===== config.mk =====
export PLATFORM = sky130hd
export DESIGN_NAME = wb_regfile_writer
export DESIGN_NICKNAME = d
export VERILOG_FILES = /design/src/rtl/wb_regfile_writer_pkg.sv /design/src/rtl/wb_regfile_writer_scoreboard.sv /design/src/rtl/wb_regfile_writer.sv
export SDC_FILE = /design/constraint.sdc
export NUM_CORES = 1
export LEC_CHECK = 0
export ABC_AREA = 1
export ABC_CLOCK_PERIOD_IN_PS = 4100
export BUFFER_PORTS_ARGS = -buffer_cell sky130_fd_sc_hd__clkbuf_2
export CORE_MARGIN = 4
export CORE_UTILIZATION = 63
export CTS_BUF_LIST = sky130_fd_sc_hd__clkbuf_4
export DETAILED_ROUTE_END_ITERATION = 7
export PLACE_DENSITY = 0.95
export SLEW_MARGIN = 20
export SYNTH_ARGS = -nofsm -noshare
export SYNTH_HDL_FRONTEND = slang
export SYNTH_SLANG_ARGS = --single-unit

===== constraint.sdc =====
create_clock -name clk -period 4.1 [get_ports clk]
set_clock_uncertainty 0.15 [all_clocks]
set_input_delay 0 -clock clk [delete_from_list [all_inputs] [get_ports clk]]
set_output_delay 0 -clock clk [all_outputs]
set_load 0.005 [all_outputs]

===== src/rtl/wb_regfile_writer_pkg.sv =====
// Shared constants, types and the result-select helper for the MEM/WB writer slice.
package wb_regfile_writer_pkg;

  localparam int XLEN  = 32;
  localparam int NREG  = 32;
  localparam int RW    = $clog2(NREG);
  localparam int CNT_W = 2;

  localparam logic [1:0] RESSRC_ALU = 2'b00;
  localparam logic [1:0] RESSRC_LD  = 2'b01;
  localparam logic [1:0] RESSRC_PC4 = 2'b10;

  localparam logic [1:0] ST_IDLE    = 2'b00;
  localparam logic [1:0] ST_WAIT_LD = 2'b01;
  localparam logic [1:0] ST_WRITE   = 2'b10;

  // Only rd/regwrite must survive a load wait; the data goes straight to WD3.
  typedef struct packed {
    logic          regwrite;
    logic [RW-1:0] rd;
  } wb_pend_t;

  // Reserved encoding 2'b11 falls back to the ALU result.
  function automatic logic [XLEN-1:0] sel_result(input logic [1:0]      ressrc,
                                                 input logic [XLEN-1:0] alu,
                                                 input logic [XLEN-1:0] ld,
                                                 input logic [XLEN-1:0] pc4);
    case (ressrc)
      RESSRC_LD:  sel_result = ld;
      RESSRC_PC4: sel_result = pc4;
      default:    sel_result = alu;
    endcase
  endfunction

endpackage


===== src/rtl/wb_regfile_writer_scoreboard.sv =====
// Per-register in-flight write counters; hazard_o is combinational on rs1/rs2.
// Latency: counters update on the edge after issue/write; no backpressure, overflow is flagged sticky.
module wb_scoreboard
  import wb_regfile_writer_pkg::*;
(
  input  logic          clk,
  input  logic          rst,
  input  logic          iss_valid_i,
  input  logic          iss_regwrite_i,
  input  logic [RW-1:0] iss_rd_i,
  input  logic          wr_en_i,
  input  logic [RW-1:0] wr_rd_i,
  input  logic [RW-1:0] rs1_i,
  input  logic [RW-1:0] rs2_i,
  output logic          hazard_o,
  output logic          sb_ovf_o
);

  localparam logic [CNT_W-1:0] CNT_MAX = '1;

  logic [CNT_W-1:0] cnt [NREG];
  logic [NREG-1:0]  inc_v;
  logic [NREG-1:0]  dec_v;
  logic             dec1;
  logic             dec2;

  always_comb begin
    inc_v = '0;
    dec_v = '0;
    for (int r = 1; r < NREG; r++) begin
      inc_v[r] = iss_valid_i & iss_regwrite_i & (iss_rd_i == RW'(r));
      dec_v[r] = wr_en_i & (wr_rd_i == RW'(r));
    end
  end

  always_ff @(posedge clk) begin
    if (rst) begin
      for (int r = 0; r < NREG; r++) cnt[r] <= '0;
      sb_ovf_o <= 1'b0;
    end else begin
      cnt[0] <= '0;
      for (int r = 1; r < NREG; r++) begin
        if (inc_v[r] && !dec_v[r]) begin
          if (cnt[r] == CNT_MAX) sb_ovf_o <= 1'b1;
          else                   cnt[r]   <= cnt[r] + 1'b1;
        end else if (dec_v[r] && !inc_v[r] && cnt[r] != '0) begin
          cnt[r] <= cnt[r] - 1'b1;
        end
      end
    end
  end

  // A write this cycle retires one pending entry: the register file is write-before-read.
  always_comb begin
    dec1     = wr_en_i & (wr_rd_i == rs1_i);
    dec2     = wr_en_i & (wr_rd_i == rs2_i);
    hazard_o = ((rs1_i != '0) && (cnt[rs1_i] > CNT_W'(dec1))) ||
               ((rs2_i != '0) && (cnt[rs2_i] > CNT_W'(dec2)));
  end

endmodule


===== src/rtl/wb_regfile_writer.sv =====
// MEM/WB stage: selects the retiring result, waits for late load data, drives WE3/A3/WD3.
// Latency: one cycle from transfer to write; wb_ready_o drops only while waiting for load data.
module wb_regfile_writer
  import wb_regfile_writer_pkg::*;
(
  input  logic            clk,
  input  logic            rst,
  input  logic            mem_valid_i,
  output logic            wb_ready_o,
  input  logic            mem_regwrite_i,
  input  logic [RW-1:0]   mem_rd_i,
  input  logic [1:0]      mem_ressrc_i,
  input  logic [XLEN-1:0] mem_alu_i,
  input  logic [XLEN-1:0] mem_pc4_i,
  input  logic            ld_valid_i,
  input  logic [XLEN-1:0] ld_data_i,
  input  logic            iss_valid_i,
  input  logic            iss_regwrite_i,
  input  logic [RW-1:0]   iss_rd_i,
  input  logic [RW-1:0]   rs1_i,
  input  logic [RW-1:0]   rs2_i,
  output logic            hazard_o,
  output logic            rf_we_o,
  output logic [RW-1:0]   rf_a3_o,
  output logic [XLEN-1:0] rf_wd3_o,
  output logic            sb_ovf_o
);

  logic [1:0]      state;
  logic [1:0]      state_nxt;
  wb_pend_t        pend;
  logic            xfer;
  logic            commit_new;
  logic            commit_ld;
  logic            wr_en;
  logic [RW-1:0]   wr_rd;
  logic [XLEN-1:0] wr_dat;

  always_comb begin
    wb_ready_o = (state != ST_WAIT_LD);
    xfer       = mem_valid_i & wb_ready_o;
    commit_new = xfer & ((mem_ressrc_i != RESSRC_LD) | ld_valid_i);
    commit_ld  = (state == ST_WAIT_LD) & ld_valid_i;

    if (commit_ld) begin
      wr_en  = pend.regwrite;
      wr_rd  = pend.rd;
      wr_dat = ld_data_i;
    end else begin
      wr_en  = mem_regwrite_i;
      wr_rd  = mem_rd_i;
      wr_dat = sel_result(mem_ressrc_i, mem_alu_i, ld_data_i, mem_pc4_i);
    end

    if (xfer)                      state_nxt = commit_new ? ST_WRITE : ST_WAIT_LD;
    else if (state == ST_WAIT_LD)  state_nxt = ld_valid_i ? ST_WRITE : ST_WAIT_LD;
    else                           state_nxt = ST_IDLE;
  end

  // A3/WD3 only move on a real write so they hold their last value otherwise.
  always_ff @(posedge clk) begin
    if (rst) begin
      state    <= ST_IDLE;
      pend     <= '0;
      rf_we_o  <= 1'b0;
      rf_a3_o  <= '0;
      rf_wd3_o <= '0;
    end else begin
      state   <= state_nxt;
      rf_we_o <= (commit_new | commit_ld) & wr_en & (wr_rd != '0);
      if (xfer) begin
        pend.regwrite <= mem_regwrite_i;
        pend.rd       <= mem_rd_i;
      end
      if ((commit_new | commit_ld) && wr_en && wr_rd != '0) begin
        rf_a3_o  <= wr_rd;
        rf_wd3_o <= wr_dat;
      end
    end
  end

  wb_scoreboard u_sb (
    .clk            (clk),
    .rst            (rst),
    .iss_valid_i    (iss_valid_i),
    .iss_regwrite_i (iss_regwrite_i),
    .iss_rd_i       (iss_rd_i),
    .wr_en_i        (rf_we_o),
    .wr_rd_i        (rf_a3_o),
    .rs1_i          (rs1_i),
    .rs2_i          (rs2_i),
    .hazard_o       (hazard_o),
    .sb_ovf_o       (sb_ovf_o)
  );

endmodule


==> results of run 1 <==
## Yosys cell counts, drive strengths merged, types with 2 or more instances
| library cell | count |
|---|---|
| a211oi | 3 |
| a21oi | 79 |
| a22o | 17 |
| a31o | 3 |
| a31oi | 22 |
| buf | 26 |
| clkbuf | 38 |
| clkinv | 3 |
| dfxtp | 47 |
| edfxtp | 62 |
| ha | 6 |
| inv | 115 |
| mux2 | 2 |
| nand2 | 357 |
| nand3 | 125 |
| nand3b | 11 |
| nand4 | 21 |
| nor2 | 228 |
| nor3 | 13 |
| o2111ai | 2 |
| o211ai | 17 |
| o21ai | 72 |
| o221ai | 5 |
| o22ai | 8 |
| o31a | 2 |
| o31ai | 4 |
| o32ai | 4 |
| or2 | 25 |
| or3 | 3 |
| xnor2 | 2 |
| xor2 | 2 |
## metrics by stage
| step | hold WS (ns) | cells | utilization | setup slack, ns | cell area (um^2) |
|---|---|---|---|---|---|
| after floorplan | -0.0715 | 1330 | - | 2.14 | 8450 |
| after global placement | 0.108 | 1616 | 0.703 | 1.47 | 9270 |
| after detailed placement | 0.119 | 1616 | 0.703 | 1.31 | 9270 |
| after CTS | 0.0342 | 1720 | 0.781 | 0.786 | 10300 |
| after global routing | 0.0755 | 1720 | 0.781 | 0.231 | 10300 |
| final | 0.0477 | 1720 | 0.781 | 0.322 | 10300 |
## metal layers
| metal | vias to the layer above | GRT usage |
|---|---|---|
| li1 | 4875 | - |
| met1 | 4917 | 0.535 |
| met2 | 1244 | 0.707 |
| met3 | 425 | 0.127 |
| met4 | 4 | 0.363 |
| met5 | - | 0 |
## final cells by class
type	instances	area, um^2	area share
Multi-Input combinational cell	1039	4920	0.477
Tap cell	176	220	0.0214
Clock inverter	5	65.1	0.00631
Clock buffer	11	82.6	0.00801
Sequential cell	109	2800	0.272
Inverter	118	443	0.0430
Timing Repair Buffer	262	1770	0.172
## worst max-delay path, stage by stage (launching register included)
cell	delay, ns
dfxtp_1	0.36
inv_1	0.12
nand3_4	0.56
nand2_1	0.29
nand2_1	0.13
nor2_1	0.16
nand3_2	0.39
nand2_4	0.62
nand2_1	0.11
a21oi_1	0.14
dlygate4sd3_1	0.65
## power groups by stage
stage                     sequential [uW]  clock (uW)  combinational [uW]
after floorplan                      1290           0                 370
after global routing                 1300         646                 788
final                                1300         621                 743
after global placement               1310           0                 540
after detailed placement             1310           0                 552
after CTS                            1290         592                 651
## sequential cells by signal, indices dropped and copies added, names as in the netlist
name and flops:
u_sb.sb_ovf_o 1, pend 6, state 2, u_sb.cnt 62
rf_a3_o 5, rf_wd3_o 32, rf_we_o 1
## placed cells by master (no fill, tap or decap), drive strengths merged, types with 8 or more instances in the layout
cell type    netlist  routed
buf               26       9
nor3              13      13
nand3            125     125
nand3b            11      11
edfxtp            62      62
clkbuf            38     176
dlygate4sd3        0      88
o21ai             72      72
o22ai              8       8
nand4             21      21
a22o              17      17
nand2            357     357
or2               25      25
a21oi             79      79
o211ai            17      17
dfxtp             47      47
a31oi             22      22
nor2             228     228
inv              115     119
## cells by family after synthesis
family / after synthesis
buffers and inverters: 182
muxes: 3
xor gates and xnor gates: 4
DFF: 109
and+or+nand+nor: 784
AOI/OAI and AO/OA: 242
adders and majority gates: 6
## final timing paths
check / startpoint / end / slack (ns) / cells after the start
worst max-delay path: state[1] / rf_wd3_o[17] / 0.32 / 10
worst min-delay path: iss_rd_i[2] / u_sb.cnt[16][1] / 0.05 / 6
worst max register to register: state[1] / rf_wd3_o[17] / 0.32 / 10
worst min register to register: rf_wd3_o[29] / rf_wd3_o[29] / 0.35 / 2
==> results.toml, run 1 <==
[drt]
drt_first_pass_iters = 8
top_layer = "met5"
met2RoutedLength_mm = 15.2
detail_route.drc_violations = 24
num_vias = 11465
dr.first_iter.drc_count = 2095
post_drt_wl_per_cell_um = 21.0
antenna_left = 0
met3WireLength_mm = 5.31
drt-vias-per-instance = 6.67
detail_route.wirelength_mm = 36.1
wl_met1_mm = 11.5

[yosys]
avgSynthCellArea_um2 = 6.35
synthDistinctLibCells = 48
synth_nets = 1461
synth_xor_area_frac = 0.00415
synthDominantCellAreaShare = 0.220
ys_warn_count = 0
post_synthesis_share_of_cell_area_spent_on_and_or_nand_and_nor_gates = 0.392
yosys_register_bits = 109
fraction_of_the_mapped_netlist_area_in_compound_gates = 0.173
yosys-top-cells-area = "edfxtp_1 (22%), nand2_1 (16%), dfxtp_1 (11%)"
synthesis.instances = 1330
postSynth.asyncResetShare = 0
synth-adder-area-share = 0.00889
mappedNetlistArea_um2 = 8450
dominant_combinational_cell_family_by_area_after_synthesis = "simple AND/OR/NAND/NOR gates"
synth_top_flop_cell = "edfxtp_1"
seq_area_frac_synth = 0.332
synth_enable_flop_cells = 62
synth_top_area_cell = "edfxtp_1"
proportion_of_synthesized_area_in_mux_cells = 0.00385

[pwr]
comb_power_share = 0.279
power.sequential.fraction = 0.488
power.share.clock = 0.233
static-leakage-power_uw = 0.00488
p_total_uw = 2660
power.switching_uw = 932
powerDensity_nw_per_um2 = 258
p_int_uw = 1730
sw_ratio = 0.350
peakVddDrop_v = 0.000169

[cts]
insertion_delay_ns = 0.51
ctsRootBufferMaster = "clkbuf_4"
post_cts_setup_buffer_count = 0
ctsHoldBuffers = 88
clkSlewWorstSetupHoldPaths_ns = 0.20
cts_made_buffers = 9
clock_tree.htree_level_count = 3
clock_sinks = 109
cts_resized = 0
tritoncts = "yes"
ctsLongestPathBuffers = 2

[critical_path]
worst_setup_path_start_kind = "register"
crit_path_end_kind = "register"
arrival_ns = 4.07
criticalPathCategory = "reg -> reg"
worst-endpoint-required_ns = 4.40
crit_path_max_fanout = 63

[global_routing]
vias_in_the_first_global_route = 10473
grt_util_all_layers = 0.458
remaining_global_route_overflow = 0
grt_start_max_net_pins = 64
grt_antenna_before_repair = 2
grt_pass1_wl_mm = 54.4

[sta]
tightestPinTransition_ns = 0.942
relative_max_transition_margin = 0.371
max_frequency_mhz = 265
final.setup.tns_ns = 0
grt_setup_unrepaired = "no"
timing.final.max_slew_violations = 0
finalWorstPathRequiredPeriod_ns = 3.78
timing_hold_violations_final = 0
finalSetupViolCount = 0
final.period_utilization = 0.922

[final_layout]
diodes = 0
filler_cell_count = 821
drive_above_1_share = 0.148
finish.net_count = 1670
flow.area_growth_from_synthesis_pct = 22.0

[floorplanning]
fp-row-count = 42
initial_utilization = 0.640
die_w_um = 124
floorplan.die.height_um = 124
floorplan_die_area_um2 = 15300
num_io_pins = 166
core_area_um2 = 13200

[worst_hold_path]
min_path_type = "in -> reg"

[flow_run]
max_cap_viol_count = 0

[status]
failed_checks = "design-rule violations"
outcome = "finished, violations left"

[place]
io_buffers = 165
hpwlAfterDp_mm = 20.2
place.gp.congestion = 0.998
(Power assumes the default switching activity.)
==> run 2, diff against run 1 <==
--- a/config.mk
+++ b/config.mk
@@ -16,4 +16,5 @@
 export SLEW_MARGIN = 20
 export SYNTH_ARGS = -nofsm -noshare
 export SYNTH_HDL_FRONTEND = slang
+export SYNTH_HIERARCHICAL = 1
 export SYNTH_SLANG_ARGS = --single-unit
==> run 2 against run 1 <==
Effect of this change:
- the run still ends with design-rule violations left
- combinational power rose by 2%
- maximum frequency rose by 11%
- first-iteration DRC count rose by 2.7%
- critical path depth fell by 2
- sequential share of layout area rose by 0.21 points
- sequential power barely moved
- total power barely moved
- critical endpoint is now rf_wd3_o[9]
- largest cell class unchanged
- largest power group unchanged
==> results.toml, run 2 <==
[pwr]
sw_ratio = 0.367
peakVddDrop_v = 0.000192
power.switching_uw = 977
static-leakage-power_uw = 0.00463
power.share.clock = 0.224
comb_power_share = 0.286
power.sequential.fraction = 0.491
p_int_uw = 1680
powerDensity_nw_per_um2 = 260

[cts]
insertion_delay_ns = 0.52
clock_tree.htree_level_count = 3
clkSlewWorstSetupHoldPaths_ns = 0.21
ctsRootBufferMaster = "clkbuf_4"
post_cts_setup_buffer_count = 0
ctsLongestPathBuffers = 2
cts_made_buffers = 9
clock_sinks = 109
tritoncts = "yes"

[global_routing]
remaining_global_route_overflow = 0
top_usage_layer = "met2"
grt_pass1_wl_mm = 52.3
grt_use_met1 = 0.526
use_met2 = 0.689
grt_antenna_before_repair = 2
grt_util_all_layers = 0.440
grt_start_max_net_pins = 65
global_route.usage.met3 = 0.120
vias_in_the_first_global_route = 10167

[yosys]
synthDistinctLibCells = 44
synth_nets = 1433
postSynth.asyncResetShare = 0
avgSynthCellArea_um2 = 6.48
mappedNetlistArea_um2 = 8430
synth.cells.most_frequent = "nand2_1 (253), nor2_1 (250), nand3_1 (137), a21oi_1 (134), inv_1 (102)"
synthDominantCellAreaShare = 0.221
synth_enable_flop_cells = 62
synth_most_common_cell = "nand2_1"
yosys_register_bits = 109
seq_area_frac_synth = 0.332
synth_top_area_cell = "edfxtp_1"
synthesis.instances = 1302
ys_warn_count = 6
synth_top_flop_cell = "edfxtp_1"
yosys-top-cells-area = "edfxtp_1 (22%), nand2_1 (11%), dfxtp_1 (11%)"

[sta]
relative_max_transition_margin = 0.360
finalSetupViolCount = 0
max_frequency_mhz = 293
finalWorstPathRequiredPeriod_ns = 3.41
timing_hold_violations_final = 0
tightestPinTransition_ns = 0.958
grt_setup_unrepaired = "no"
timing.final.max_slew_violations = 0
final.setup.tns_ns = 0
final.period_utilization = 0.832

[critical_path]
crit_path_max_fanout = 40
critPathSlowestCell = "nand3_2"
largest_incremental_delay_on_the_critical_path_ns = 0.64
crit_path_end_kind = "register"
criticalPathCategory = "reg -> reg"
worst_setup_path_start_kind = "register"
arrival_ns = 3.70
crit_chain = "nand3_2, o21ai_2, buf_4, a21oi_1, dlygate4sd3_1, nand3_1, nand2_1, nor2_1"
worst-endpoint-required_ns = 4.39

[place]
place_inst = 1583
postPlaceCellArea_um2 = 9260
io_buffers = 165
hpwlAfterDp_mm = 21.8
place.gp.congestion = 1.05

[floorplanning]
core_area_um2 = 13200
die_w_um = 124
num_io_pins = 166
floorplan.die.height_um = 124
fp-row-count = 42
initial_utilization = 0.639
floorplan_die_area_um2 = 15300

[final_layout]
flow.area_growth_from_synthesis_pct = 21.3
postLayoutCellArea_um2 = 10200
most-common-layout-cells = "nand2_1 (253), nor2_1 (250), clkbuf_2 (165)"
largest_register = "u_sb/cnt"
largest_register_ff_count = 62
layout_commonest_cell = "nand2_1"
post_layout_nonfiller_instances = 1683
drive_above_1_share = 0.156
finish.net_count = 1631
reg.largest.list = "u_sb/cnt x62, rf_wd3_o x32, pend x6"
finish.utilization = 0.775

[flow_run]
max_cap_viol_count = 0

[drt]
drt_first_pass_iters = 8
dr.first_iter.drc_count = 2152
post_drt_wl_per_cell_um = 20.1
num_vias = 11012
drt-vias-per-instance = 6.54
detail_route.drc_violations = 14
antenna_left = 0
detail_route.wirelength_mm = 33.8

[status]
outcome = "finished, violations left"
failed_checks = "design-rule violations"

[worst_hold_path]
min_path_type = "in -> reg"
[run 2: cell types whose count changed after synthesis, sizes merged, moves of 7 or more]
cell    delta
a21oi     +76
a22o      -17
a31oi     -22
buf        +9
inv        -9
nand2     -99
nand3     +14
nor2      +25
o21ai     +17
o311ai     +7
or2       -21
[run 2: layer usage]
| metal | up-vias | wire length (um) |
|---|---|---|
| met2 | 1083 | 14800 |
| met4 | 0 | 2790 |
| met3 | 289 | 4880 |
| met5 | - | 0 |
| li1 | 4830 | - |
| met1 | 4810 | 11400 |
[run 2: logic make-up (layout without fill, tap and decap cells)]
logic type                 after synthesis  after routing  share of synthesized area
DFF                                    109            109                      0.332
other                                    0              2                          0
buffers and inverters                  176            379                     0.0864
AOI/OAI and AO/OA                      309            309                      0.217
adders and majority gates                6              6                    0.00890
xor gates and xnor gates                 1              1                    0.00104
and+or+nand+nor                        701            701                      0.355
[run 2: repair_timing]
action	CTS	global route
hold buffers	82	0
gates resized for setup	0	0
endpoints found under the hold margin	80	0
[run 2: layout make-up]
| cell class | count | area, um^2 |
|---|---|---|
| Inverter | 106 | 398 |
| Multi-Input combinational cell | 1017 | 4910 |
| Timing Repair Buffer | 257 | 1750 |
| Tap cell | 176 | 220 |
| Antenna cell | 2 | 5.00 |
| Fill cell | 924 | 2960 |
| Sequential cell | 109 | 2800 |
| Clock buffer | 9 | 67.6 |
| Clock inverter | 7 | 76.3 |
[run 2: power by group through the flow]
stage | Clock, uW | Combinational (uW) | Sequential, uW
6_report | 595 | 761 | 1310
3_5_place_dp | 0 | 600 | 1320
3_3_place_gp | 0 | 588 | 1320
4_1_cts | 577 | 699 | 1300
2_1_floorplan | 0 | 398 | 1300
5_1_grt | 629 | 815 | 1310
[run 2: metrics by stage]
stage                     power, uW  worst slack [ns]  hold slack (ns)
after CTS                      2570             0.981          0.00139
after floorplan                1690              2.03          -0.0809
after global routing           2750             0.603           0.0558
after global placement         1910              1.36            0.101
final                          2660             0.689           0.0458
after detailed placement       1920              1.28            0.109
[run 2: worst paths after layout]
kind,from,end,slack [ns],depth (start not counted)
max,state[0],rf_wd3_o[9],0.69,8
min,iss_rd_i[1],u_sb/cnt[16][1],0.05,6
max reg2reg,state[0],rf_wd3_o[9],0.69,8
min reg2reg,rf_wd3_o[18],rf_wd3_o[18],0.37,2
[run 2: worst max-delay path, delay by kind of cell, from the launching register on]
kind / cells / cell delay (ns)
buf+inv: 2 / 0.94
compound gates: 2 / 0.59
flops: 1 / 0.52
simple gates: 4 / 1.10
